$ cat config.mk
export PLATFORM = sky130hd
export DESIGN_NAME = matrix_reader
export DESIGN_NICKNAME = d
export VERILOG_FILES = /design/src/rtl/mat_pkg.sv /design/src/rtl/matrix_index_counter.sv /design/src/rtl/matrix_reader.sv
export SDC_FILE = /design/constraint.sdc
export NUM_CORES = 2
export LEC_CHECK = 0
export BUFFER_PORTS_ARGS = -buffer_cell sky130_fd_sc_hd__buf_4
export CAP_MARGIN = 20
export CORE_ASPECT_RATIO = 0.75
export CORE_MARGIN = 2
export CORE_UTILIZATION = 53
export DETAILED_ROUTE_END_ITERATION = 8
export PLACE_DENSITY = 0.69
export SLEW_MARGIN = 20
export SYNTH_ARGS = -nofsm -noshare
export SYNTH_HDL_FRONTEND = slang
export SYNTH_SLANG_ARGS = --single-unit
$ cat constraint.sdc
create_clock -name clk -period 7.4 [get_ports clk]
set_clock_uncertainty 0.05 [all_clocks]
set_input_delay 0.37 -clock clk [delete_from_list [all_inputs] [get_ports clk]]
set_output_delay 0.37 -clock clk [all_outputs]
set_load 0.005 [all_outputs]
$ cat src/rtl/mat_pkg.sv
// Shared definitions for the matrix reader/writer slice: default sizes,
// index-width derivation and the load/store handshake state encoding.
package mat_pkg;

   localparam int N_DEFAULT      = 8;
   localparam int DATA_W_DEFAULT = 32;

   // Row/column index width for a dim x dim matrix (never narrower than one bit).
   function automatic int idx_width(input int dim);
      return (dim < 2) ? 1 : $clog2(dim);
   endfunction

   typedef enum logic [1:0] {
      IDLE = 2'd0,
      REQ  = 2'd1,
      WAIT = 2'd2,
      DONE = 2'd3
   } mat_state_t;

endpackage

$ cat src/rtl/matrix_index_counter.sv
// Row-major (i, j) walker over an n x n matrix, shared by reader and writer.
// last flags the final element (n-1, n-1); stepping past it wraps to (0, 0).
module matrix_index_counter
   import mat_pkg::*;
#(
   parameter int n     = N_DEFAULT,
   parameter int IDX_W = idx_width(n)
) (
   input  logic             clk,
   input  logic             rst_n,
   input  logic             clr,
   input  logic             inc,
   output logic [IDX_W-1:0] i,
   output logic [IDX_W-1:0] j,
   output logic             last
);

   localparam logic [IDX_W-1:0] MAX_IDX = IDX_W'(n - 1);

   // Advance column first, carrying into the row; clr takes priority over inc.
   always_ff @(posedge clk or negedge rst_n) begin
      if (!rst_n) begin
         i <= '0;
         j <= '0;
      end else if (clr) begin
         i <= '0;
         j <= '0;
      end else if (inc) begin
         if (j == MAX_IDX) begin
            j <= '0;
            i <= (i == MAX_IDX) ? '0 : i + IDX_W'(1);
         end else begin
            j <= j + IDX_W'(1);
         end
      end
   end

   assign last = (i == MAX_IDX) && (j == MAX_IDX);

endmodule

$ cat src/rtl/matrix_reader.sv
// Fetches an n x n matrix one element at a time from an external source
// (req out, value/value_valid back) into a local buffer, and serves the
// buffer through a combinational random-access read port.
module matrix_reader
   import mat_pkg::*;
#(
   parameter int n      = N_DEFAULT,
   parameter int DATA_W = DATA_W_DEFAULT,
   parameter int IDX_W  = idx_width(n)
) (
   input  logic              clk,
   input  logic              rst_n,
   input  logic              start,
   output logic [IDX_W-1:0]  i,
   output logic [IDX_W-1:0]  j,
   output logic              req,
   input  logic [DATA_W-1:0] value,
   input  logic              value_valid,
   output logic              busy,
   output logic              done,
   input  logic [IDX_W-1:0]  rd_i,
   input  logic [IDX_W-1:0]  rd_j,
   output logic [DATA_W-1:0] rd_value
);

   mat_state_t        state;
   mat_state_t        state_next;
   logic              idx_clr;
   logic              idx_inc;
   logic              idx_last;
   logic              wr_en;
   logic [DATA_W-1:0] buffer [n][n];

   matrix_index_counter #(
      .n     (n),
      .IDX_W (IDX_W)
   ) u_index (
      .clk   (clk),
      .rst_n (rst_n),
      .clr   (idx_clr),
      .inc   (idx_inc),
      .i     (i),
      .j     (j),
      .last  (idx_last)
   );

   // State register; reset abandons any load in flight.
   always_ff @(posedge clk or negedge rst_n) begin
      if (!rst_n) begin
         state <= IDLE;
      end else begin
         state <= state_next;
      end
   end

   // One request outstanding at a time; a value is only taken while waiting for it.
   always_comb begin
      state_next = state;
      idx_clr    = 1'b0;
      idx_inc    = 1'b0;
      wr_en      = 1'b0;
      case (state)
         IDLE: begin
            if (start) begin
               idx_clr    = 1'b1;
               state_next = REQ;
            end
         end
         REQ: begin
            state_next = WAIT;
         end
         WAIT: begin
            if (value_valid) begin
               wr_en      = 1'b1;
               idx_inc    = 1'b1;
               state_next = idx_last ? DONE : REQ;
            end
         end
         DONE: begin
            idx_clr    = 1'b1;
            state_next = IDLE;
         end
         default: begin
            state_next = IDLE;
         end
      endcase
   end

   assign req  = (state == REQ);
   assign busy = (state == REQ) || (state == WAIT);
   assign done = (state == DONE);

   // Element store at the current index; reset wipes the whole matrix.
   always_ff @(posedge clk or negedge rst_n) begin
      if (!rst_n) begin
         for (int r = 0; r < n; r++) begin
            for (int c = 0; c < n; c++) begin
               buffer[r][c] <= '0;
            end
         end
      end else if (wr_en) begin
         buffer[i][j] <= value;
      end
   end

   // Read port: indices beyond the matrix only exist when n is not a power of two.
   generate
      if (n == (1 << IDX_W)) begin : g_full_range
         assign rd_value = buffer[rd_i][rd_j];
      end else begin : g_partial_range
         localparam logic [IDX_W:0] N_EXT = (IDX_W + 1)'(n);
         assign rd_value = (({1'b0, rd_i} < N_EXT) && ({1'b0, rd_j} < N_EXT))
                           ? buffer[rd_i][rd_j] : '0;
      end
   endgenerate

endmodule

==> qor.yml <==
fmax_mhz: 225
num_rows: 133
async_flop_share_pct: 100
synth_top_area_share_pct: 55.2
power.leakage_nw: 49.2
endpoint_kind: "flip-flop"
vias: 53000
hold_viol: 0
path_clk_slew_ns: 0.06
fin_ws_ns: 2.96
core_um2: 175000
htreeDepth: 4
mostFrequentLayoutCells: "2056 x dfrtp_1, 2053 x mux2_2, 504 x mux4_2"
io-pin-count: 83
numCtsBuffers: 194
synth_flop_cell: "dfrtp_1"
crit_buf_inv: 2
setup_viol: 0
ir_drop_mv: 0.198
cp.required_ns: 8.05
grt_pass1_wl_um: 384000
cts_tree: "built"
die_w_um: 488
slowest_delay_ns: 1.22
total_power_mw: 24.0
synth.avg_cell_area_um2: 15.8
crit_fanout: 18
period_needed_ns: 4.44
syn_to_final_growth_pct: 9.60
cp_slowest_cell: "nor2_4"
grt_max_degree: 178
finalInstanceArea_um2: 102000
place_ws_ns: 2.83
maxCapViolations: 0
drt_iter0_drc: 4686
worst_pin_slew_ns: 1.14
rr_worst_depth: 7
timing.rr.end: "buffer[820]"
critPathKind: "flip-flop to flip-flop"
vias_per_cell: 6.43
post_drt_wl_per_cell_um: 31.2
clockBufferDepth: 3
antenna_found_initial: 4
grt.overflow.total: 0
cts-root-buf: "clkbuf_16"
rrSetupSlack_ns: 2.96
crit_family: "simple AND/OR/NAND/NOR gates"
start_kind: "flip-flop"
die_area_um2: 179000
first_pass_iters: 6
clk_latency_ns: 0.81
nets: 5771
rsz0062_at_grt: "false"
status: "finished, final reports clean"
seq_area_frac_synth_pct: 55.2
p_per_area_nw_per_um2: 235
hp-class: "input pin to async pin"
cp.arrival_ns: 5.10
tns_ns: 0
slew_violations: 0
period_share_pct: 60.1
layout_commonest_cell: "dfrtp_1"
synth_edf_count: 0
syn_inst: 5916
final_layout_size_suffix_gt1_share_pct: 53.8
r2r_start: "state[0]"
ant_nets: 0
netlist_top_cells_area: "dfrtp_1 55%, mux2_2 25%, mux4_2 12%"
yosys_warnings: 0
initial_utilization_pct: 53.2
grt_usage_pct: 29.2
drc: 0
synth_nets: 5967
cts.sinks: 2056
dp_hpwl_um: 144000
synth_area_um2: 93200
dieHeight_um: 367
crit_chain: "inv_1 > ha_1 > nor2b_1 > nand4_1 > nor2_4 > buf_4 > mux2_2"
io_buffer_count: 82
slew_headroom_pct: 23.6
ys_types: 54
place_area_um2: 95500
grt_pass1_vias: 55300
nFillCells: 13400
place_congestion: 0.794
routed_wl_um: 257000
yosysTopAreaCell: "dfrtp_1"
synth.ff_latch_count: 2056
## through the flow
stage               hold WS, ns  util [%]  instances
finish                   0.0840      58.4       8242
global route              0.120      58.4       8241
CTS                      0.0749      58.4       8241
detailed placement        0.301      54.6       7882
global placement          0.291      54.6       7882
floorplan                0.0244         -       5916
## per-layer routing
| layer | vias up | track usage, % | wire length [um] |
|---|---|---|---|
| li1 | 21600 | - | - |
| met4 | 2 | 6.81 | 5580 |
| met1 | 29500 | 44.1 | 117000 |
| met2 | 1596 | 44.0 | 117000 |
| met3 | 320 | 5.55 | 16800 |
| met5 | - | 0 | 13 |
## worst reg2reg max path: stages (launching register included)
cell and delay [ns]:
dfrtp_1 0.42, inv_1 0.14, ha_1 0.41, nor2b_1 0.34, nand4_1 0.83, nor2_4 1.23, buf_4 0.51, mux2_2 0.40
## Yosys cell counts (16+ instances only)
| cell type | n |
|---|---|
| a21oi_1 | 26 |
| a31oi_1 | 22 |
| buf_1 | 73 |
| buf_2 | 221 |
| buf_4 | 46 |
| buf_6 | 16 |
| clkbuf_1 | 245 |
| dfrtp_1 | 2056 |
| mux2_1 | 17 |
| mux2_2 | 2053 |
| mux2i_1 | 78 |
| mux4_2 | 504 |
| nand2_1 | 94 |
| nor2_1 | 93 |
| nor3_1 | 19 |
| nor4_1 | 23 |
| o21ai_0 | 36 |
| o221ai_1 | 19 |
| o22ai_1 | 116 |
## cell families (layout without fill, tap and decap cells)
kind of cell	Yosys count	after routing	synth area share [%]
compound gates	280	280	1.99
fa+ha+maj	9	9	0.121
buf+inv	614	577	3.12
flops	2056	2056	55.2
mux	2652	2652	38.0
other cells	0	1	0
simple gates	305	305	1.55
## repair_timing
| item | in CTS | in global routing |
|---|---|---|
| hold buffers | 4 | 0 |
| hold endpoints to repair | 99 | 0 |
| gates resized for setup | 0 | 0 |
| setup buffers | 0 | 0 |
## sequential cells by signal, indices dropped and copies added, names as in the netlist
| signal | count |
|---|---|
| state | 2 |
| u_index.j | 3 |
| buffer | 2048 |
| u_index.i | 3 |
## worst max path at each step
stage	startpoint	to	slack, ns	cells after the start
after floorplan	rd_i[0]	rd_value[0]	4.97	6
after global placement	rd_i[1]	rd_value[4]	2.87	9
after detailed placement	rd_i[1]	rd_value[4]	2.83	9
after CTS	rd_i[1]	rd_value[4]	2.83	9
after global routing	rd_i[1]	rd_value[4]	2.82	9
final	state[0]	buffer[820]	2.96	7
## power by group
part,internal [mW],switching (mW)
combinational,0.776,1.12
sequential,11.6,0.189
clock,5.88,4.43
## final cells by class
class	instances	area (um^2)	area share (%)
clock buffer	291	5890	5.76
antenna	1	2.50	0.00245
inverter	10	37.5	0.0367
clock inverter	64	702	0.687
multi-input combinational	3246	39300	38.4
sequential	2056	51400	50.4
timing repair buffer	212	1840	1.81
tap	2362	2960	2.89
Power figures use the tool's default switching activity.
